==> src/rtl/fp_mul_sched.sv <==
// Two-hart scheduler for a shared fixed-latency fp_mul unit: round-robin issue,
// a tag pipe that tracks the unit's latency, and a credit-guarded writeback FIFO.

module fp_mul_sched_lane (
  input  logic       valid,
  input  logic       flush,
  input  logic       issue_ok,
  input  logic [2:0] op,
  output logic       elig,
  output logic       illegal,
  output logic       fmuladd,
  output logic       fmulsub,
  output logic       fmulsign
);
  assign elig     = valid & ~flush & issue_ok;
  assign illegal  = (op > 3'd4);
  assign fmuladd  = (op != 3'd0) & ~illegal;
  assign fmulsub  = (op == 3'd2) | (op == 3'd4);
  assign fmulsign = (op == 3'd3) | (op == 3'd4);
endmodule

module fp_mul_sched #(
  parameter int RV    = 64,
  parameter int LAT   = 2,
  parameter int DEPTH = 4
) (
  input  logic                clk,
  input  logic                reset,
  input  logic [1:0]          req_valid,
  output logic [1:0]          req_ready,
  input  logic [1:0][2:0]     req_op,
  input  logic [1:0][1:0]     req_sz,
  input  logic [1:0][2:0]     req_rnd,
  input  logic [1:0][5:0]     req_rd,
  input  logic [1:0][RV-1:0]  req_in_1,
  input  logic [1:0][RV-1:0]  req_in_2,
  input  logic [1:0][RV-1:0]  req_in_3,
  input  logic [1:0]          flush,
  output logic                mul_start,
  output logic [1:0]          mul_sz,
  output logic [2:0]          mul_rnd,
  output logic [RV-1:0]       mul_in_1,
  output logic [RV-1:0]       mul_in_2,
  output logic [RV-1:0]       mul_in_3,
  output logic                mul_fmuladd,
  output logic                mul_fmulsub,
  output logic                mul_fmulsign,
  input  logic [RV-1:0]       mul_res,
  input  logic                mul_exception,
  output logic                wb_valid,
  input  logic                wb_ready,
  output logic                wb_hart,
  output logic [5:0]          wb_rd,
  output logic [RV-1:0]       wb_res,
  output logic                wb_exception
);
  localparam int AW = $clog2(DEPTH);
  localparam int CW = $clog2(DEPTH + LAT + 1);

  typedef struct packed {
    logic       ill;
    logic       hart;
    logic [5:0] rd;
  } tag_t;

  typedef struct packed {
    logic          killed;
    logic          hart;
    logic [5:0]    rd;
    logic [RV-1:0] res;
    logic          exc;
  } fifo_ent_t;

  logic [LAT-1:0] vld_pipe, vld_live;
  tag_t           tag_pipe [LAT];
  fifo_ent_t      fifo [DEPTH];
  fifo_ent_t      push_ent, head;
  logic [AW-1:0]  wr_ptr, rd_ptr;
  logic [AW:0]    cnt;
  logic [CW-1:0]  occ;
  logic           rr, issue_ok, accept, gh, push, pop, head_live;
  logic [1:0]     elig, ill, fadd, fsub, fsign, grant;

  // Credits: every live tag entry already owns a FIFO slot
  always_comb begin
    occ = CW'(cnt);
    for (int i = 0; i < LAT; i++) occ = occ + CW'(vld_pipe[i]);
  end
  assign issue_ok = reset & (occ < CW'(DEPTH));

  for (genvar h = 0; h < 2; h++) begin : g_lane
    fp_mul_sched_lane u_lane (
      .valid   (req_valid[h]),
      .flush   (flush[h]),
      .issue_ok(issue_ok),
      .op      (req_op[h]),
      .elig    (elig[h]),
      .illegal (ill[h]),
      .fmuladd (fadd[h]),
      .fmulsub (fsub[h]),
      .fmulsign(fsign[h])
    );
  end

  // rr holds the last granted hart; on contention the other one wins
  always_comb begin
    grant = 2'b00;
    case (elig)
      2'b01:   grant = 2'b01;
      2'b10:   grant = 2'b10;
      2'b11:   grant = rr ? 2'b01 : 2'b10;
      default: grant = 2'b00;
    endcase
  end

  assign gh           = grant[1];
  assign accept       = |grant;
  assign req_ready    = grant;
  assign mul_start    = accept & ~ill[gh];
  assign mul_sz       = req_sz[gh];
  assign mul_rnd      = req_rnd[gh];
  assign mul_in_1     = req_in_1[gh];
  assign mul_in_2     = req_in_2[gh];
  assign mul_in_3     = req_in_3[gh];
  assign mul_fmuladd  = fadd[gh];
  assign mul_fmulsub  = fsub[gh];
  assign mul_fmulsign = fsign[gh];

  always_comb begin
    for (int i = 0; i < LAT; i++) vld_live[i] = vld_pipe[i] & ~flush[tag_pipe[i].hart];
  end

  assign push = vld_live[LAT-1];

  always_comb begin
    push_ent        = '0;
    push_ent.killed = flush[tag_pipe[LAT-1].hart];
    push_ent.hart   = tag_pipe[LAT-1].hart;
    push_ent.rd     = tag_pipe[LAT-1].rd;
    push_ent.res    = tag_pipe[LAT-1].ill ? '0 : mul_res;
    push_ent.exc    = tag_pipe[LAT-1].ill | mul_exception;
  end

  // A head killed now or earlier is dropped without waiting on wb_ready
  assign head      = fifo[rd_ptr];
  assign head_live = (cnt != '0) & ~head.killed & ~flush[head.hart];
  assign pop       = (cnt != '0) & (~head_live | wb_ready);

  assign wb_valid     = head_live;
  assign wb_hart      = head_live ? head.hart : 1'b0;
  assign wb_rd        = head_live ? head.rd   : 6'd0;
  assign wb_res       = head_live ? head.res  : '0;
  assign wb_exception = head_live ? head.exc  : 1'b0;

  always_ff @(posedge clk or negedge reset) begin
    if (!reset) begin
      vld_pipe <= '0;
      for (int i = 0; i < LAT; i++) tag_pipe[i] <= '0;
      rr     <= 1'b1;
      wr_ptr <= '0;
      rd_ptr <= '0;
      cnt    <= '0;
    end else begin
      vld_pipe[0] <= accept;
      tag_pipe[0] <= '{ill: ill[gh], hart: gh, rd: req_rd[gh]};
      for (int i = 1; i < LAT; i++) begin
        vld_pipe[i] <= vld_live[i-1];
        tag_pipe[i] <= tag_pipe[i-1];
      end
      if (accept) rr <= gh;
      if (push) wr_ptr <= wr_ptr + 1'b1;
      if (pop)  rd_ptr <= rd_ptr + 1'b1;
      cnt <= cnt + (AW+1)'(push) - (AW+1)'(pop);
    end
  end

  always_ff @(posedge clk) begin
    for (int j = 0; j < DEPTH; j++) begin
      if (push && wr_ptr == AW'(j)) fifo[j] <= push_ent;
      else fifo[j].killed <= fifo[j].killed | flush[fifo[j].hart];
    end
  end
endmodule

==> config.mk <==
export PLATFORM = sky130hd
export DESIGN_NAME = fp_mul_sched
export DESIGN_NICKNAME = d
export VERILOG_FILES = /design/src/rtl/fp_mul_sched.sv
export SDC_FILE = /design/constraint.sdc
export NUM_CORES = 1
export LEC_CHECK = 0
export ABC_AREA = 1
export BUFFER_PORTS_ARGS = -buffer_cell sky130_fd_sc_hd__buf_4
export CORE_AREA = 2 2 299 301
export CTS_BUF_LIST = sky130_fd_sc_hd__clkbuf_2
export CTS_CLUSTER_DIAMETER = 150
export DETAILED_ROUTE_END_ITERATION = 12
export DIE_AREA = 0 0 301 303
export MAX_ROUTING_LAYER = met4
export SETUP_SLACK_MARGIN = 0.4
export SLEW_MARGIN = 20
export SYNTH_ARGS = -nofsm -noshare
export SYNTH_HDL_FRONTEND = slang
export SYNTH_SLANG_ARGS = --single-unit
export TNS_END_PERCENT = 20
==> constraint.sdc <==
create_clock -name clk -period 9.1 [get_ports clk]
set_input_delay 0.91 -clock clk [delete_from_list [all_inputs] [get_ports clk]]
set_output_delay 0.91 -clock clk [all_outputs]
set_load 0.01 [all_outputs]
### Yosys cells after proc, flatten, opt, wreduce, memory -nomap -nowiden

Memory sizes are Yosys's and may differ from the RTL's.
Cells that the tools add are included.

* equal/unequal tests: 12
* reductions and logical operators: 9
* order comparisons: 11
* muxes and demuxes: 57
* add/subtract/negate cells: 6
* bitwise gates (word level): 37

Operators by type and width (count)
* $mux 64: 8
* $mux 1: 40
* $mux 6: 3
* $lt 1x2->1 const B: 8
* $or 1x1->1: 14
* $and 1x1->1: 13
* $eq 3x2->1 const B: 4
* $not 1->1: 10
* $add 3x1->3: 3
* $reduce_bool 3->1: 3
* $eq 2x2->1 const B: 4
* $eq 3x3->1 const B: 2
* $gt 3x3->1 const B: 2
* $mux 2: 3
* $mux 3: 2
* $pmux 2 s3: 1
* $add 2x1->2 const B: 2
* $eq 2x1->1 const B: 2
* $logic_and 1x1->1: 4
* $lt 3x3->1 const B: 1
* $sub 3x1->3: 1
* $logic_not 2->1: 1
* $reduce_or 2->1: 1

* output and inout bits: 276
* register bits: 26
* word-level logic and storage cells: 144
* RAM bits: 292
* memories kept: 1

Memories
* fifo: depth 4, width 73, read ports 5, clocked after Yosys merged registers in 0, write ports 4, RTL line 76 `fifo_ent_t fifo [DEPTH];`

### Longest topological paths before layout

* depth after elaboration: 11
* depth in mapped cells: 15
* mapped depth without buffers: 14

### By module

Synthesis repeated with hierarchy kept, for this count alone.

* cell total of the unflattened synthesis: 1798
* area, all modules: 15712.6 um2

By module, submodules not included
* fp_mul_sched: seq. area each 9380.2 um2, cells each 1774, times used 1, area each 15595.0 um2
* fp_mul_sched_lane: seq. area each 0.0 um2, cells each 12, times used 2, area each 58.8 um2

### Least setup slack after synthesis

No wires, ideal clock.

* path kind: input -> register
* start point: input port flush[1]
* end point: memory fifo[0][0] (netlist name) (enable)
* cell stages on the path: 5
* setup time: 503 ps
* arrival: 4490 ps
* path slack: 4107 ps
* buffers on the path: 2
* path through: buf_2 -> nand2_1 -> o211ai_1 -> clkbuf_1 -> nor2_1

RTL lines
* start, declared: RTL line 38 `input logic [1:0] flush,`
* end, declared: RTL line 76

### Final worst setup path

* start point: register rd_ptr[1]
* end point: output port wb_rd[4]

* longest elaborated chain between the ends: 6
* elaborated cells on any way between the ends: 8
* classes of those cells: mux: 3; bitwise: 4; memory: 1

RTL lines
* start, declared: RTL line 78 `logic [AW-1:0] wr_ptr, rd_ptr;`
* start signal, assigned: RTL line 172 `if (pop) rd_ptr <= rd_ptr + 1'b1;`
* $mem_v2 4x73 (*)
* $mux 1 (not written as such) (2 in a row): RTL line 146 `assign head_live = (cnt != '0) & ~head.killed & ~flush[head.hart];`
* $not 1->1: RTL line 146
* $and 1x1->1: RTL line 146
* $mux 6 (*): RTL line 151 `assign wb_rd = head_live ? head.rd : 6'd0;`
* end, declared: RTL line 53 `output logic [5:0] wb_rd,`

Mark *: on every way between the ends. The rest lies on a longest branch, timed or not. The select of a mux whose other input is x is not followed.

==> reports/metrics.yaml <==
tritoncts: "built"
p_leak_nw: 10.7
setup_viol: 0
critPathRequiredTime_ns: 8.19
die_height_um: 303
cp_slowest_stage_delay_ns: 1.13
final.period_utilization: 0.649
grt_max_degree: 121
wirelength_um: 89700
relSlewSlack: 0.287
dpl.hpwl_um: 71000
worst-r2r-cell-count: 13
clockBufferDepth: 3
drtIter0Drc: 979
rr_startpoint: "rd_ptr[1]"
grt_pass1_vias: 15100
fin_tns_setup_ns: 0
startpoint: "rd_ptr[1]"
cts_buffers: 77
ys_ff_latch: 318
fillers: 9621
ys_types: 34
cts.sinks: 318
path_clk_slew_ns: 0.11
yosysMostFrequentCell: "nand2_1"
critPathMaxFanout: 75
initial_core_util: 0.180
synth_top_cell_by_area: "edfxtp_1"
area_growth_pct: 47.1
postPlaceCellArea_um2: 22600
fin_crit_ns: 5.91
vias: 15500
pin_count: 760
setup_ws_ns: 3.19
drv_cap: 0
vias_per_cell: 4.08
rsz0062_at_grt: "no"
synthTopCellsByCount: "nand2_1 (660), nor2_1 (357), edfxtp_1 (288), o21ai_0 (145), inv_1 (94)"
synthTopCellsByArea: "edfxtp_1 (54%), nand2_1 (16%), nor2_1 (8.4%)"
crit_path_end: "wb_rd[4]"
synth_edf_count: 288
critPathKind: "reg -> out"
cts-root-buf: "clkbuf_2"
syn_inst: 1804
dp.cells: 3633
slew_violations: 0
hold_class: "in -> reg"
synth_nets: 2298
status: "complete, no violations"
power.density_nw_per_um2: 204
hold_violations: 0
finalInstanceArea_um2: 23400
cp-end-kind: "output port"
ir_drop_uv: 228
drcViolationCount: 0
max_freq_mhz: 169
worstPathCellList: "inv_2 > nand3_1 > nand2_1 > nand2_1 > nand3_4 > buf_4 > a21oi_1 > buf_4"
synth_ff_type: "edfxtp_1"
num_rows: 109
arrival_ns: 5.00
core-area_um2: 88000
drt_first_pass_iters: 5
antenna_left: 0
track_usage: 0.193
die-area_um2: 91200
skew_ns: 0.139
drive_above_1_share: 0.371
clk_latency_ns: 0.98
antenna_found_initial: 65
synth_area_um2: 15900
ys_warn_count: 0
rr_endpoint: "cnt[2]"
grt_pass1_wl_um: 117000
cts.repair.resized: 0
nets: 3042
io_buffers: 759
postSynth.asyncResetShare: 0.0818
final_cells: 3800
r2r_slack_ns: 5.16
htree_levels: 3
cts_setup_buffers: 0
worst_slew_pin_slew_ns: 1.07
critPathSlowestCell: "dfrtp_4"
pre_cts_ws_ns: 3.99
hold_buffers: 1
synth_top_area_frac: 0.545
syn_area_per_cell_um2: 8.80
synth.yosys.seq_area_share: 0.591
crit_path_start_kind: "flop"
globalplace.congestion: 1.02
chipWidth_um: 301
grt_overflow: 0
routedWlPerCell_um: 23.6
==> worst min path at each step <==
stage	from	to	slack, ns	depth (start not counted)
2_1_floorplan	tag_pipe[8]	push_ent[65]	0.33	0
3_3_place_gp	tag_pipe[10]	push_ent[67]	0.33	0
3_5_place_dp	tag_pipe[15]	tag_pipe[7]	0.34	0
4_1_cts	req_rd[8]	tag_pipe[10]	0.02	3
5_1_grt	req_rd[7]	tag_pipe[9]	0.05	3
6_report	req_rd[8]	tag_pipe[10]	0.15	3
==> area by class of cell <==
cell class / instances / area, um^2 / area share
flip-flops and latches: 318 / 9390 / 0.402
inverters: 99 / 382 / 0.0163
clock buffers: 102 / 510 / 0.0219
clock inverters: 31 / 195 / 0.00836
repair buffers: 774 / 5810 / 0.249
well taps: 1165 / 1460 / 0.0624
multi-input cells: 1278 / 5520 / 0.236
diodes: 33 / 82.6 / 0.00354
==> kinds of logic after synthesis <==
group | Yosys count | synth area share
and+or+nand+nor | 1038 | 0.249
DFF | 318 | 0.591
AOI/OAI and AO/OA | 226 | 0.0858
buffers and inverters | 208 | 0.0640
adders and majority gates | 10 | 0.00835
xor gates and xnor gates | 4 | 0.00221
==> report_power, final <==
group,switching [mW],internal [mW]
clock,0.573,0.369
combinational,1.22,0.767
sequential,0.158,1.67
total,1.96,2.80
==> stage by stage <==
step | total power [mW] | hold slack, ns | utilization
2_1_floorplan | 2.95 | 0.331 | -
3_3_place_gp | 3.89 | 0.333 | 0.256
3_5_place_dp | 3.89 | 0.341 | 0.256
4_1_cts | 4.85 | 0.0197 | 0.265
5_1_grt | 5.10 | 0.0469 | 0.265
6_report | 4.76 | 0.150 | 0.265
==> flip-flops by register name, indices dropped and copies added (netlist names) <==
signal and flops:
rr 1, push_ent 7, tag_pipe 9, fifo 292
cnt 3, wr_ptr 2, rd_ptr 2, vld_pipe 2
==> metal layers <==
layer	global-route usage	share of wire	vias up
li1	-	-	7370
met1	0.215	0.38	7255
met2	0.311	0.48	729
met3	0.0722	0.10	138
met4	0.0811	0.040	0
met5	-	0	-
==> worst max-delay path, delay by kind of cell (launching register included) <==
kind	cells	cell delay, ns
compound gates	1	0.25
buf+inv	3	1.34
flops	1	1.13
simple gates	4	1.27
==> cells in the final DEF, fill, tap and decap left out, types with 9 or more instances in the layout <==
cell	instances
a21oi_1	15
a21oi_2	58
buf_4	773
clkbuf_2	102
clkinv_1	17
dfrtp_1	22
diode_2	33
edfxtp_1	288
ha_1	9
inv_1	93
nand2_1	660
nand3_1	13
nor2_1	353
o21ai_0	145
(Power assumes the default switching activity.)
